### src/rtl/tmr_voter_monitor_if.sv
// TMR voter bus: three redundant lanes in,
// voted word plus lane-health state out.
interface tmr_voter_monitor_if #(
  parameter int WIDTH = 8,
  parameter int CNT_W = 8
);
  logic             IN_VALID;
  logic [WIDTH-1:0] A;
  logic [WIDTH-1:0] B;
  logic [WIDTH-1:0] C;
  logic             CLR_FAULT;
  logic             OUT_VALID;
  logic [WIDTH-1:0] OUT;
  logic             MISMATCH;
  logic             UNCORR;
  logic [CNT_W-1:0] ERR_A;
  logic [CNT_W-1:0] ERR_B;
  logic [CNT_W-1:0] ERR_C;
  logic [2:0]       FAULT;
  logic             FAIL;

  modport master (
    output IN_VALID, A, B, C, CLR_FAULT,
    input  OUT_VALID, OUT, MISMATCH, UNCORR,
    input  ERR_A, ERR_B, ERR_C, FAULT, FAIL
  );

  modport slave (
    input  IN_VALID, A, B, C, CLR_FAULT,
    output OUT_VALID, OUT, MISMATCH, UNCORR,
    output ERR_A, ERR_B, ERR_C, FAULT, FAIL
  );
endinterface

### src/rtl/tmr_voter_monitor.sv
// Registered bitwise 2-of-3 voter with per-lane
// disagreement counters and sticky fault tracking.
module tmr_voter_monitor #(
  parameter int WIDTH        = 8,
  parameter int CNT_W        = 8,
  parameter int FAULT_THRESH = 4
) (
  input  logic                 CLK,
  input  logic                 RST,
  tmr_voter_monitor_if.slave   bus
);
  typedef enum logic [1:0] {
    HEALTHY = 2'd0,
    SUSPECT = 2'd1,
    FAULTED = 2'd2
  } lane_st_e;

  localparam logic [CNT_W-1:0] MAX = '1;
  localparam logic [CNT_W-1:0] THR =
    CNT_W'(FAULT_THRESH);

  logic [2:0][WIDTH-1:0] lane;
  logic [WIDTH-1:0]      maj;
  logic [2:0]            dis;

  logic [WIDTH-1:0] out_q;
  logic             ovld_q;
  logic             mis_q;
  logic             unc_q;

  lane_st_e         st_q  [3];
  lane_st_e         st_d  [3];
  logic [CNT_W-1:0] run_q [3];
  logic [CNT_W-1:0] run_d [3];
  logic [CNT_W-1:0] err_q [3];
  logic [CNT_W-1:0] err_d [3];
  logic [2:0]       flt;

  assign lane = {bus.C, bus.B, bus.A};
  assign maj  = (bus.A & bus.B)
              | (bus.B & bus.C)
              | (bus.C & bus.A);

  // Full-word disagreement of each lane vs. the vote
  always_comb begin
    dis = '0;
    for (int i = 0; i < 3; i++)
      dis[i] = (lane[i] != maj);
  end

  // Voted data path; OUT holds across idle cycles
  always_ff @(posedge CLK) begin
    if (RST) begin
      out_q  <= '0;
      ovld_q <= 1'b0;
      mis_q  <= 1'b0;
      unc_q  <= 1'b0;
    end else begin
      ovld_q <= bus.IN_VALID;
      mis_q  <= bus.IN_VALID & (|dis);
      unc_q  <= bus.IN_VALID & (&dis);
      if (bus.IN_VALID)
        out_q <= maj;
    end
  end

  // Per-lane health state, run and error registers
  always_ff @(posedge CLK) begin
    for (int i = 0; i < 3; i++) begin
      if (RST) begin
        st_q[i]  <= HEALTHY;
        run_q[i] <= '0;
        err_q[i] <= '0;
      end else begin
        st_q[i]  <= st_d[i];
        run_q[i] <= run_d[i];
        err_q[i] <= err_d[i];
      end
    end
  end

  // Next lane state; clear beats a same-cycle sample
  always_comb begin
    for (int i = 0; i < 3; i++) begin
      st_d[i]  = st_q[i];
      run_d[i] = run_q[i];
      err_d[i] = err_q[i];
      if (bus.CLR_FAULT) begin
        st_d[i]  = HEALTHY;
        run_d[i] = '0;
        err_d[i] = '0;
      end else if (bus.IN_VALID) begin
        if (dis[i]) begin
          if (run_q[i] != MAX)
            run_d[i] = run_q[i] + 1'b1;
          if (err_q[i] != MAX)
            err_d[i] = err_q[i] + 1'b1;
        end else begin
          run_d[i] = '0;
        end
        case (st_q[i])
          HEALTHY, SUSPECT: begin
            if (!dis[i])
              st_d[i] = HEALTHY;
            else if (run_d[i] >= THR)
              st_d[i] = FAULTED;
            else
              st_d[i] = SUSPECT;
          end
          FAULTED: st_d[i] = FAULTED;
          default: st_d[i] = HEALTHY;
        endcase
      end
    end
  end

  // Sticky fault flags and two-of-three failure
  always_comb begin
    flt = '0;
    for (int i = 0; i < 3; i++)
      flt[i] = (st_q[i] == FAULTED);
  end

  assign bus.OUT       = out_q;
  assign bus.OUT_VALID = ovld_q;
  assign bus.MISMATCH  = mis_q;
  assign bus.UNCORR    = unc_q;
  assign bus.ERR_A     = err_q[0];
  assign bus.ERR_B     = err_q[1];
  assign bus.ERR_C     = err_q[2];
  assign bus.FAULT     = flt;
  assign bus.FAIL      = (flt[0] & flt[1])
                       | (flt[1] & flt[2])
                       | (flt[0] & flt[2]);
endmodule

### src/flat_wrapper.sv
// flat-port wrapper written by rule: the top's interface ports become plain ports
module tmr_voter_monitor_flat 
#(
  parameter int WIDTH        = 8,
  parameter int CNT_W        = 8,
  parameter int FAULT_THRESH = 4
)
  (CLK, RST, bus_IN_VALID, bus_A, bus_B, bus_C, bus_CLR_FAULT, bus_OUT_VALID, bus_OUT, bus_MISMATCH, bus_UNCORR, bus_ERR_A, bus_ERR_B, bus_ERR_C, bus_FAULT, bus_FAIL);
  tmr_voter_monitor_if #(.WIDTH(WIDTH), .CNT_W(CNT_W)) bus_i ();
  input  logic CLK;
  input  logic RST;
  input wire logic [$bits(bus_i.IN_VALID)-1:0] bus_IN_VALID;
  input wire logic [$bits(bus_i.A)-1:0] bus_A;
  input wire logic [$bits(bus_i.B)-1:0] bus_B;
  input wire logic [$bits(bus_i.C)-1:0] bus_C;
  input wire logic [$bits(bus_i.CLR_FAULT)-1:0] bus_CLR_FAULT;
  output wire logic [$bits(bus_i.OUT_VALID)-1:0] bus_OUT_VALID;
  output wire logic [$bits(bus_i.OUT)-1:0] bus_OUT;
  output wire logic [$bits(bus_i.MISMATCH)-1:0] bus_MISMATCH;
  output wire logic [$bits(bus_i.UNCORR)-1:0] bus_UNCORR;
  output wire logic [$bits(bus_i.ERR_A)-1:0] bus_ERR_A;
  output wire logic [$bits(bus_i.ERR_B)-1:0] bus_ERR_B;
  output wire logic [$bits(bus_i.ERR_C)-1:0] bus_ERR_C;
  output wire logic [$bits(bus_i.FAULT)-1:0] bus_FAULT;
  output wire logic [$bits(bus_i.FAIL)-1:0] bus_FAIL;
  assign bus_i.IN_VALID = bus_IN_VALID;
  assign bus_i.A = bus_A;
  assign bus_i.B = bus_B;
  assign bus_i.C = bus_C;
  assign bus_i.CLR_FAULT = bus_CLR_FAULT;
  assign bus_OUT_VALID = bus_i.OUT_VALID;
  assign bus_OUT = bus_i.OUT;
  assign bus_MISMATCH = bus_i.MISMATCH;
  assign bus_UNCORR = bus_i.UNCORR;
  assign bus_ERR_A = bus_i.ERR_A;
  assign bus_ERR_B = bus_i.ERR_B;
  assign bus_ERR_C = bus_i.ERR_C;
  assign bus_FAULT = bus_i.FAULT;
  assign bus_FAIL = bus_i.FAIL;
  tmr_voter_monitor #(.WIDTH(WIDTH), .CNT_W(CNT_W), .FAULT_THRESH(FAULT_THRESH)) u_core (.CLK(CLK), .RST(RST), .bus(bus_i));
endmodule
### config.mk
export PLATFORM = sky130hd
export DESIGN_NAME = tmr_voter_monitor_flat
export DESIGN_NICKNAME = d
export VERILOG_FILES = /design/src/rtl/tmr_voter_monitor_if.sv /design/src/rtl/tmr_voter_monitor.sv /design/src/flat_wrapper.sv
export SDC_FILE = /design/constraint.sdc
export NUM_CORES = 1
export LEC_CHECK = 0
export BUFFER_PORTS_ARGS = -buffer_cell sky130_fd_sc_hd__buf_2
export CORE_MARGIN = 5
export CORE_UTILIZATION = 40
export CTS_CLUSTER_SIZE = 28
export DETAILED_ROUTE_END_ITERATION = 12
export PLACE_DENSITY = 0.65
export SLEW_MARGIN = 0
export SYNTH_ARGS = -nofsm -noshare
export SYNTH_HDL_FRONTEND = slang
export SYNTH_SLANG_ARGS = --single-unit
### constraint.sdc
create_clock -name CLK -period 2.94 [get_ports CLK]
set_clock_uncertainty 0.1 [all_clocks]
set_input_delay 0.294 -clock CLK [delete_from_list [all_inputs] [get_ports CLK]]
set_output_delay 0.294 -clock CLK [all_outputs]
set_load 0.03 [all_outputs]
==> summary.txt <==
ys async rst share = 0%
root buffer cell = clkbuf_8
CP max-delay cell = nor4_1
vias per cell = 5.60
Multi-input gate area = 2360 sq um
mapped cell area = 3790 sq um
WP data arrival = 2.48 ns
hpwl dp = 6.79 mm
diode count = 0
crit path launch type = register
routed vias = 3,793
post-CTS sizing = 0
first-pass GRT wire length = 16.4 mm
switching pwr = 558 uW
Storage cell area = 1300 sq um
post-route insts no fill = 677
max-slew violations = 0
relative slew slack = 36.2%
Die Wd = 107 um
FP Rows = 35
Starting Density = 41.0%
detailed-route DRC error count = 0
flops & latches, synth = 65
FMAX = 436 MHz
Max FO, Critical Path = 7
Post-CTS Setup Bufs = 0
full die area = 11,500 sq um
fraction of layout cells with a size suffix above 1 = 18.2%
Min-Delay Startpoint = bus_CLR_FAULT
Total Neg Setup Slack = 0 ns
leakage power = 1.79 nW
Area contributors post-synth = dfxtp_1, nand3_1, nand2_1
core outline area = 9240 sq um
unrepaired setup endpoints after global routing = no
total grt overflow = 0
Post-CTS Hold Buffers = 0
Ports = 67
Critical Path End Type = register
H-tree depth = 3
final hold viol count = 0
Mapped Nets = 519
Internal Dissipation = 1.49 mW
Clock Sinks = 65
combinational power share = 12.6%
min Tclk post-route = 2.30 ns
crit path from = u_core.run_q[0][0]
Cells after DPL = 661
Worst-Margin Slew = 0.956 ns
Worst VDD drop = 0.206 mV
critical path type = reg2reg
Seq pwr share = 44.5%
drt pass-1 iters = 5
Critical Path Max Stage Delay = 0.48 ns
GPL Wtd Cong = 0.818
Synth area leader = dfxtp_1
initial antenna violation count = 0
vias in the first global route = 3,553
Clock power frac = 42.8%
post-synth top area share = 34.3%
WL final = 9.54 mm
Reg-to-Reg Start = u_core.run_q[0][0]
Hold Crit Class = in2reg
post-place instance area = 4230 sq um
Worst-Skew Late Latency = 0.34 ns
WP buf/inv = 0
Longest Clk Path Bufs = 2
Commonest cells post-synth = dfxtp_1, nand2_1, nor2_1
Layout fillers = 944
Crit path max-delay family = simple AND/OR/NAND/NOR gates
pwr/cell area = 460 nW/um^2
TritonCTS clock tree = yes
largest net degree at the start of global routing = 49
Unique masters post-synth = 52
DR iter-0 viols = 253
most numerous cell in the Yosys netlist = dfxtp_1
Worst EP required = 3.13 ns
Port Buffers = 66
post-route cell area = 4460 sq um
final net count = 577
status = complete, no violations
Global Route Usage Sum = 17.1%
CP cell instances = ha_1 > and3_1 > nand2_1 > or2_0 > a21oi_1 > nor4_1 > a22o_1
switching portion of total power = 27.2%
ys flop type = dfxtp_1
sequential cell area fraction in the yosys report = 34.3%
Num CTS Buffers = 9
area grow syn2layout = 17.6%
Setup-failing EPs final = 0
Syn Inst Count = 485
synth warn = 0
DIE HEIGHT = 107 um
Final period util = 78.1%
Max-cap violations = 0
Hold Slack = 0.147 ns
post-DR wirelength/cell = 14.1 um
synthesized area per cell = 7.81 sq um
Post-synth EDFFs = 0
Clock Pin Slew Worst Setup and Hold Paths = 0.08 ns
antenna-violating nets left = 0
[metal layers]
layer / track usage, % / part of all wire, % / vias to the layer above
li1: - / - / 1952
met4: 4.87 / 0.93 / 0
met1: 23.3 / 49 / 1758
met5: 0 / 0 / -
met2: 27.8 / 45 / 76
met3: 2.94 / 4.4 / 7
[area by class of cell]
type                            count  share of cell area, %
Clock inverter                      6                   2.02
Timing Repair Buffer               72                   8.42
Sequential cell                    65                   29.2
Inverter                            7                  0.590
Multi-Input combinational cell    388                   53.0
Tap cell                          129                   3.62
Clock buffer                       10                   3.09
[metrics by stage]
stage / setup slack, ns / total power, mW / utilization, %
after global placement: 0.684 / 1.19 / 45.8
after CTS: 0.627 / 2.07 / 48.2
after floorplan: 0.942 / 1.10 / -
final: 0.644 / 2.05 / 48.2
after global routing: 0.480 / 2.14 / 48.2
after detailed placement: 0.614 / 1.19 / 45.8
[worst paths after layout]
check / slack (ns) / end / cells after the start
hold reg to reg: 0.37 / u_core.st_q[1][0] / 2
hold / removal: 0.15 / u_core.err_q[1][7] / 3
setup reg to reg: 0.64 / u_core.st_q[0][0] / 7
setup / recovery: 0.64 / u_core.st_q[0][0] / 7
[layout by cell type, fill, tap and decap left out, types with 13 or more instances in the layout]
| cell type | netlist | routed |
|---|---|---|
| nor3_1 | 18 | 18 |
| and3b_1 | 13 | 13 |
| nor3b_1 | 13 | 13 |
| nor2_1 | 43 | 43 |
| nand3_1 | 40 | 40 |
| a21oi_1 | 38 | 38 |
| buf_2 | 4 | 66 |
| nand2_1 | 52 | 52 |
| o21ai_0 | 20 | 20 |
| dfxtp_1 | 65 | 65 |
[flip-flops by register name, indices dropped and copies added (netlist names)]
register,count
u_core.bus.OUT_VALID,1
u_core.bus.UNCORR,1
u_core.err_q,24
u_core.st_q,6
u_core.bus.OUT,8
u_core.run_q,24
u_core.bus.MISMATCH,1
[cell families (layout without fill, tap and decap cells)]
group,Yosys count,count (layout),synth area share (%)
AO/OA/AOI/OAI,122,122,22.3
XOR/XNOR,12,12,2.77
adder cells (fa/ha/maj),7,7,2.24
buffers and inverters,32,95,3.30
flip-flops,65,65,34.3
multiplexers,5,5,1.32
AND/OR/NAND/NOR,242,242,33.7
[power groups by stage]
stage | clock [mW] | combinational, mW | sequential, mW
2_1_floorplan | 0 | 0.137 | 0.960
3_3_place_gp | 0 | 0.254 | 0.932
3_5_place_dp | 0 | 0.259 | 0.933
4_1_cts | 0.896 | 0.259 | 0.913
5_1_grt | 0.938 | 0.286 | 0.916
6_report | 0.878 | 0.259 | 0.913
[worst reg2reg max path: stages (launching register included)]
cell and delay, ns:
dfxtp_1 0.34, ha_1 0.28, and3_1 0.27, nand2_1 0.10, or2_0 0.32, a21oi_1 0.14, nor4_1 0.48, a22o_1 0.23
No activity file was read; power rests on OpenSTA's default activity.
